## src/rtl/seg_pkg.sv

```systemverilog
`default_nettype none
// ============================================================================
// Module      : seg_pkg
// Description : Shared types and constants for the 7-segment scan controller.
// Revision    : 1.0 - initial release
// ============================================================================
package seg_pkg;

    typedef enum logic [0:0] {
        S_BLANK = 1'b0,
        S_ON    = 1'b1
    } scan_state_e;

    localparam logic [3:0] BCD_MAX    = 4'd9;
    localparam int         MAX_DIGITS = 32;

    // Anodes are active-low, so "all off" is a run of ones one per digit.
    function automatic logic [MAX_DIGITS-1:0] an_all_off(input int num_digits);
        logic [MAX_DIGITS-1:0] v;
        v = '0;
        for (int k = 0; k < MAX_DIGITS; k++) begin
            if (k < num_digits) begin
                v[k] = 1'b1;
            end
        end
        return v;
    endfunction

endpackage
`default_nettype wire

```

## src/rtl/seg_scan_timer.sv

```systemverilog
`default_nettype none
// ============================================================================
// Module      : seg_scan_timer
// Description : Slot timer for the scan controller: blank/on phase, digit
//               index and a wrap strobe on the last edge of each frame.
// Revision    : 1.0 - initial release
// ============================================================================
module seg_scan_timer
    import seg_pkg::*;
#(
    parameter int NUM_DIGITS = 4,
    parameter int SCAN_DIV   = 50000,
    parameter int BLANK_CYC  = 16,
    parameter int IDX_W      = 2
) (
    input  logic             i_clk,
    input  logic             i_rst_n,
    output logic             o_phase_on,
    output logic [IDX_W-1:0] o_idx,
    output logic             o_wrap
);

    localparam int               CNT_W        = (SCAN_DIV > 1) ? $clog2(SCAN_DIV) : 1;
    localparam logic [CNT_W-1:0] c_blank_last = CNT_W'(BLANK_CYC - 1);
    localparam logic [CNT_W-1:0] c_on_last    = CNT_W'(SCAN_DIV - BLANK_CYC - 1);
    localparam logic [IDX_W-1:0] c_idx_last   = IDX_W'(NUM_DIGITS - 1);

    scan_state_e      r_state_q;
    scan_state_e      w_state_d;
    logic [CNT_W-1:0] r_cnt_q;
    logic [CNT_W-1:0] w_cnt_d;
    logic [IDX_W-1:0] r_idx_q;
    logic [IDX_W-1:0] w_idx_d;
    logic             w_wrap;

    always_ff @(posedge i_clk or negedge i_rst_n) begin
        if (!i_rst_n) begin
            r_state_q <= S_BLANK;
            r_cnt_q   <= '0;
            r_idx_q   <= '0;
        end else begin
            r_state_q <= w_state_d;
            r_cnt_q   <= w_cnt_d;
            r_idx_q   <= w_idx_d;
        end
    end

    // The counter restarts at every phase change, so each phase counts its own length.
    always_comb begin
        w_state_d = r_state_q;
        w_cnt_d   = r_cnt_q + CNT_W'(1);
        w_idx_d   = r_idx_q;
        w_wrap    = 1'b0;
        case (r_state_q)
            S_BLANK: begin
                if (r_cnt_q == c_blank_last) begin
                    w_state_d = S_ON;
                    w_cnt_d   = '0;
                end
            end
            S_ON: begin
                if (r_cnt_q == c_on_last) begin
                    w_state_d = S_BLANK;
                    w_cnt_d   = '0;
                    if (r_idx_q == c_idx_last) begin
                        w_idx_d = '0;
                        w_wrap  = 1'b1;
                    end else begin
                        w_idx_d = r_idx_q + IDX_W'(1);
                    end
                end
            end
            default: begin
                w_state_d = S_BLANK;
                w_cnt_d   = '0;
            end
        endcase
    end

    assign o_phase_on = (r_state_q == S_ON);
    assign o_idx      = r_idx_q;
    assign o_wrap     = w_wrap;

endmodule
`default_nettype wire

```

## src/rtl/seg_scan_ctrl.sv

```systemverilog
`default_nettype none
// ============================================================================
// Module      : seg_scan_ctrl
// Description : Multiplexed common-anode 7-segment scan controller with
//               blanking gaps, leading-zero blanking and frame-synchronous
//               double-buffered display updates.
// Revision    : 1.0 - initial release
// ============================================================================
module seg_scan_ctrl
    import seg_pkg::*;
#(
    parameter int NUM_DIGITS = 4,
    parameter int SCAN_DIV   = 50000,
    parameter int BLANK_CYC  = 16
) (
    input  logic                    iCLK,
    input  logic                    iRST_N,
    input  logic [4*NUM_DIGITS-1:0] iDATA,
    input  logic                    iLOAD,
    input  logic                    iLZB,
    output logic [3:0]              oDIG_BCD,
    output logic [NUM_DIGITS-1:0]   oAN,
    output logic                    oPEND,
    output logic                    oFRAME
);

    localparam int                    IDX_W    = (NUM_DIGITS > 1) ? $clog2(NUM_DIGITS) : 1;
    localparam int                    DATA_W   = 4 * NUM_DIGITS;
    localparam logic [MAX_DIGITS-1:0] c_an_all = an_all_off(NUM_DIGITS);
    localparam logic [NUM_DIGITS-1:0] c_an_off = c_an_all[NUM_DIGITS-1:0];

    logic                  w_phase_on;
    logic [IDX_W-1:0]      w_idx;
    logic                  w_wrap;

    logic [DATA_W-1:0]     r_hold_q;
    logic [DATA_W-1:0]     w_hold_d;
    logic [DATA_W-1:0]     r_shadow_q;
    logic [DATA_W-1:0]     w_shadow_d;
    logic                  r_pend_q;
    logic                  w_pend_d;
    logic                  r_frame_q;
    logic                  w_frame_d;
    logic [NUM_DIGITS-1:0] r_an_q;
    logic [NUM_DIGITS-1:0] w_an_d;
    logic [3:0]            r_dig_q;
    logic [3:0]            w_dig_d;

    logic [3:0]            w_nib_cur;
    logic                  w_upper_zero;
    logic                  w_supp;

    seg_scan_timer #(
        .NUM_DIGITS (NUM_DIGITS),
        .SCAN_DIV   (SCAN_DIV),
        .BLANK_CYC  (BLANK_CYC),
        .IDX_W      (IDX_W)
    ) u_timer (
        .i_clk      (iCLK),
        .i_rst_n    (iRST_N),
        .o_phase_on (w_phase_on),
        .o_idx      (w_idx),
        .o_wrap     (w_wrap)
    );

    // Current nibble, and whether it and every more significant nibble are zero.
    always_comb begin
        w_nib_cur    = 4'd0;
        w_upper_zero = 1'b1;
        for (int k = 0; k < NUM_DIGITS; k++) begin
            if (k == int'(w_idx)) begin
                w_nib_cur = r_shadow_q[4*k +: 4];
            end
            if ((k >= int'(w_idx)) && (r_shadow_q[4*k +: 4] != 4'd0)) begin
                w_upper_zero = 1'b0;
            end
        end
        w_supp = (w_nib_cur > BCD_MAX) || (iLZB && (w_idx != '0) && w_upper_zero);
    end

    always_comb begin
        w_an_d  = c_an_off;
        w_dig_d = w_supp ? 4'd0 : w_nib_cur;
        if (w_phase_on && !w_supp) begin
            w_an_d[w_idx] = 1'b0;
        end

        w_frame_d  = w_wrap;
        w_hold_d   = r_hold_q;
        w_shadow_d = r_shadow_q;
        w_pend_d   = r_pend_q;
        // Commit first so a load on the boundary edge is kept for the next frame.
        if (w_wrap && r_pend_q) begin
            w_shadow_d = r_hold_q;
            w_pend_d   = 1'b0;
        end
        if (iLOAD) begin
            w_hold_d = iDATA;
            w_pend_d = 1'b1;
        end
    end

    always_ff @(posedge iCLK or negedge iRST_N) begin
        if (!iRST_N) begin
            r_hold_q   <= '0;
            r_shadow_q <= '0;
            r_pend_q   <= 1'b0;
            r_frame_q  <= 1'b0;
            r_an_q     <= c_an_off;
            r_dig_q    <= 4'd0;
        end else begin
            r_hold_q   <= w_hold_d;
            r_shadow_q <= w_shadow_d;
            r_pend_q   <= w_pend_d;
            r_frame_q  <= w_frame_d;
            r_an_q     <= w_an_d;
            r_dig_q    <= w_dig_d;
        end
    end

    assign oAN      = r_an_q;
    assign oDIG_BCD = r_dig_q;
    assign oPEND    = r_pend_q;
    assign oFRAME   = r_frame_q;

endmodule
`default_nettype wire

```

## config.mk

```make
export PLATFORM = sky130hd
export DESIGN_NAME = seg_scan_ctrl
export DESIGN_NICKNAME = d
export VERILOG_FILES = /design/src/rtl/seg_pkg.sv /design/src/rtl/seg_scan_timer.sv /design/src/rtl/seg_scan_ctrl.sv
export SDC_FILE = /design/constraint.sdc
export NUM_CORES = 1
export LEC_CHECK = 0
export ABC_CLOCK_PERIOD_IN_PS = 2100
export CAP_MARGIN = 20
export CORE_ASPECT_RATIO = 0.75
export CORE_MARGIN = 2
export CORE_UTILIZATION = 56
export DETAILED_ROUTE_END_ITERATION = 16
export DONT_BUFFER_PORTS = 1
export PLACE_DENSITY_LB_ADDON = 0.25
export SLEW_MARGIN = 20
export SYNTH_ARGS = -nofsm -noshare
export SYNTH_HDL_FRONTEND = slang
export SYNTH_HIERARCHICAL = 1
export SYNTH_SLANG_ARGS = --single-unit
```

## constraint.sdc

```tcl
create_clock -name iCLK -period 2.1 [get_ports iCLK]
set_input_delay 0.315 -clock iCLK [delete_from_list [all_inputs] [get_ports iCLK]]
set_output_delay 0.315 -clock iCLK [all_outputs]
set_load 0.1 [all_outputs]
```

==> results_dict.tcl <==
set metrics [dict create \
    finClkSkew_ps 10.6 \
    root_buffer "clkbuf_8" \
    routed_wl_mm 4.94 \
    p_per_area_mw_per_mm2 809 \
    final_common_cell "dfrtp_1" \
    syn-cell-area_sq_mm 0.00261 \
    synth-seq-area-share 0.587 \
    synth_top_family_by_area "multiplexers" \
    io_buffer_count 0 \
    grt_use_total 0.218 \
    rows 21 \
    grt_pass1_vias 1720 \
    postSynthAreaPerCell_sq_um 13.4 \
    die_w_um 82.8 \
    synth-edff-count 0 \
    path_max_fanout 16 \
    cap_viol_max_count 0 \
    cts_htree_levels 3 \
    hold-path-endpoint "oPEND" \
    ys_ff_latch 61 \
    synthAdderAreaFrac 0.00959 \
    period_share 0.941 \
    reg2reg_depth 5 \
    worstMarginPinSlew_ps 488 \
    synth.largest_area_cell "dfrtp_1" \
    syn2layout_area_growth_pct 18.1 \
    dp_hpwl_mm 3.57 \
    synthDistinctLibCells 34 \
    dieArea_sq_mm 0.00523 \
    io_pins 30 \
    fin_nets 241 \
    via_count 1630 \
    end_kind "register" \
    async_reset_ff_frac 1.00 \
    syn_nets 217 \
    synthTopCellsByArea "dfrtp_1 55%, mux2_2 14%, dfstp_2 4.0%" \
    postRouteAntennaNets 0 \
    slowest_delay_ps 560 \
    netlist.area_leader.share 0.547 \
    placed_cell_area_sq_mm 0.00279 \
    routedWlPerCell_um 17.6 \
    cts_buffers 9 \
    hold_viol 0 \
    p_sw_frac 0.188 \
    r2r_slack_ps 120 \
    drv_slew 0 \
    hold_path_depth 1 \
    rsz0062_at_grt "false" \
    grt_overflow 0 \
    synthCells 195 \
    outcome "complete, no violations" \
    slowest_stage "or4_4" \
    path_cells "or4_4 -> nor4_4 -> and3_1 -> nand2_4 -> mux2_2" \
    cp.buffers_inverters 0 \
    holdWs_ps 89.8 \
    drive_gt1_frac 0.350 \
    critPathLaunchType "register" \
    finalCriticalPeriod_ps 1980 \
    n_antenna_cell 0 \
    place_congestion 0.896 \
    synth_compound_area_frac 0.0302 \
    drc 0 \
    power_frac_comb 0.026 \
    path_clk_slew_ps 70 \
    grt_max_degree 62 \
    vias_per_cell 5.82 \
    tns_ps 0 \
    fmax_ghz 0.506 \
    cp.required_ps 2310 \
    cts_tree "built" \
    p_int_mw 2.02 \
    synth_xor_area_frac 0.0470 \
    r2r-start "u_timer/r_cnt_q[12]" \
    cts.sinks 61 \
    ir_drop_mv 0.533 \
    relSlewSlack 0.672 \
    core_region_area_sq_mm 0.00447 \
    timing.rr.end "r_shadow_q[15]" \
    synthMuxAreaShare 0.178 \
    arrival_ps 2190 \
    path_class "reg -> reg" \
    start_util 0.584 \
    grt_antenna_before_repair 0 \
    p_sw_uw 469 \
    pwr-share-clk 0.483 \
    ys_warn_count 6 \
    drt_iter0_drc 130 \
    synth_ff_type "dfrtp_1" \
    clock_latency_ps 340 \
    fin_area_sq_mm 0.00308 \
    grt_pass1_wl_mm 8.65 \
    worstHoldStart "iLOAD" \
    setup_violations 0 \
    ctsLongestPathBuffers 2 \
    power_mw 2.49 \
    seqPwrFrac 0.491 \
    cp_top_family "simple AND/OR/NAND/NOR gates" \
    min_path_type "in -> reg" \
    die_y_um 63.1 \
    drt_pass1_iterations 4 \
    leakage_nw 1.42 \
    final_cell_mix "57 x dfrtp_1, 33 x mux2_2, 16 x buf_4" \
    synth-simple-area-share 0.131 \
]
-- timing repair --
| item | in CTS | in global routing |
|---|---|---|
| hold endpoints to repair | 61 | 0 |
| buffers inserted | 0 | 1 |
| hold buffers | 2 | 0 |
| gates resized for setup | 0 | 1 |
| endpoints found under the setup margin | 0 | 26 |
-- worst max path at each step --
| stage | startpoint | end | cells past startpoint |
|---|---|---|---|
| after detailed placement | u_timer/r_cnt_q[12] | r_shadow_q[15] | 5 |
| after global placement | u_timer/r_cnt_q[12] | r_shadow_q[8] | 5 |
| after CTS | u_timer/r_cnt_q[12] | r_shadow_q[15] | 5 |
| after global routing | u_timer/r_cnt_q[0] | r_shadow_q[14] | 6 |
| after floorplan | u_timer/r_cnt_q[12] | r_shadow_q[10] | 6 |
| final | u_timer/r_cnt_q[12] | r_shadow_q[15] | 5 |
-- state kept, by name (all words and copies together) (netlist names) --
signal,cells
oDIG_BCD,4
r_hold_q,16
u_timer/o_idx,2
r_shadow_q,16
oPEND,1
u_timer/o_phase_on,1
u_timer/r_cnt_q,16
oAN,4
oFRAME,1
-- power by group through the flow --
stage	combinational [mW]	sequential, mW	clock (mW)
2_1_floorplan	0.0390	1.24	0
3_3_place_gp	0.0350	1.24	0
3_5_place_dp	0.0378	1.25	0
4_1_cts	0.0683	1.22	1.23
5_1_grt	0.0748	1.23	1.30
6_report	0.0656	1.22	1.20
-- cells by family (layout without fill, tap and decap cells) --
group,Yosys count,in the layout
simple gates,64,64
xor+xnor,14,14
mux,37,37
buf+inv,9,37
fa+ha+maj,2,2
flops,61,61
compound gates,8,8
-- cell type report --
class | instances | area (sq um)
clock inverter | 4 | 97.6
fill | 333 | 1390
sequential | 61 | 1530
tap | 57 | 71.3
clock buffer | 11 | 131
multi-input combinational | 125 | 1060
inverter | 3 | 11.3
timing repair buffer | 19 | 178
-- worst register-to-register path, cell delays in order, from the launching register on --
cell and delay [ps]:
dfrtp_1 380, or4_4 560, nor4_4 150, and3_1 280, nand2_4 170, mux2_2 320
-- Yosys cell counts (all sizes together), types with 2 or more instances --
cell     n
and2     3
and3     2
buf      3
clkbuf   3
dfrtp   57
dfstp    4
ha       2
inv      3
mux2    33
mux4     4
nand2    9
nand3    9
nand4    7
nor2    14
nor2b    3
nor3     4
nor4     7
o211ai   2
o21ai    2
o22ai    2
or4      2
xnor2    7
xor2     7
-- routing by layer --
layer / wire, um / track usage / vias up
li1: - / - / 755
met1: 2340 / 0.313 / 818
met2: 2230 / 0.295 / 48
met3: 297 / 0.0917 / 9
met4: 66 / 0.0840 / 0
met5: 0 / 0 / -
-- metrics by stage --
stage | std cells | setup WS, ps | util
3_3_place_gp | 262 | 107 | 0.625
2_1_floorplan | 195 | 28.0 | -
4_1_cts | 279 | 33.9 | 0.684
6_report | 280 | 125 | 0.690
3_5_place_dp | 262 | 55.2 | 0.625
5_1_grt | 280 | 39.9 | 0.690
Power figures use the tool's default switching activity.
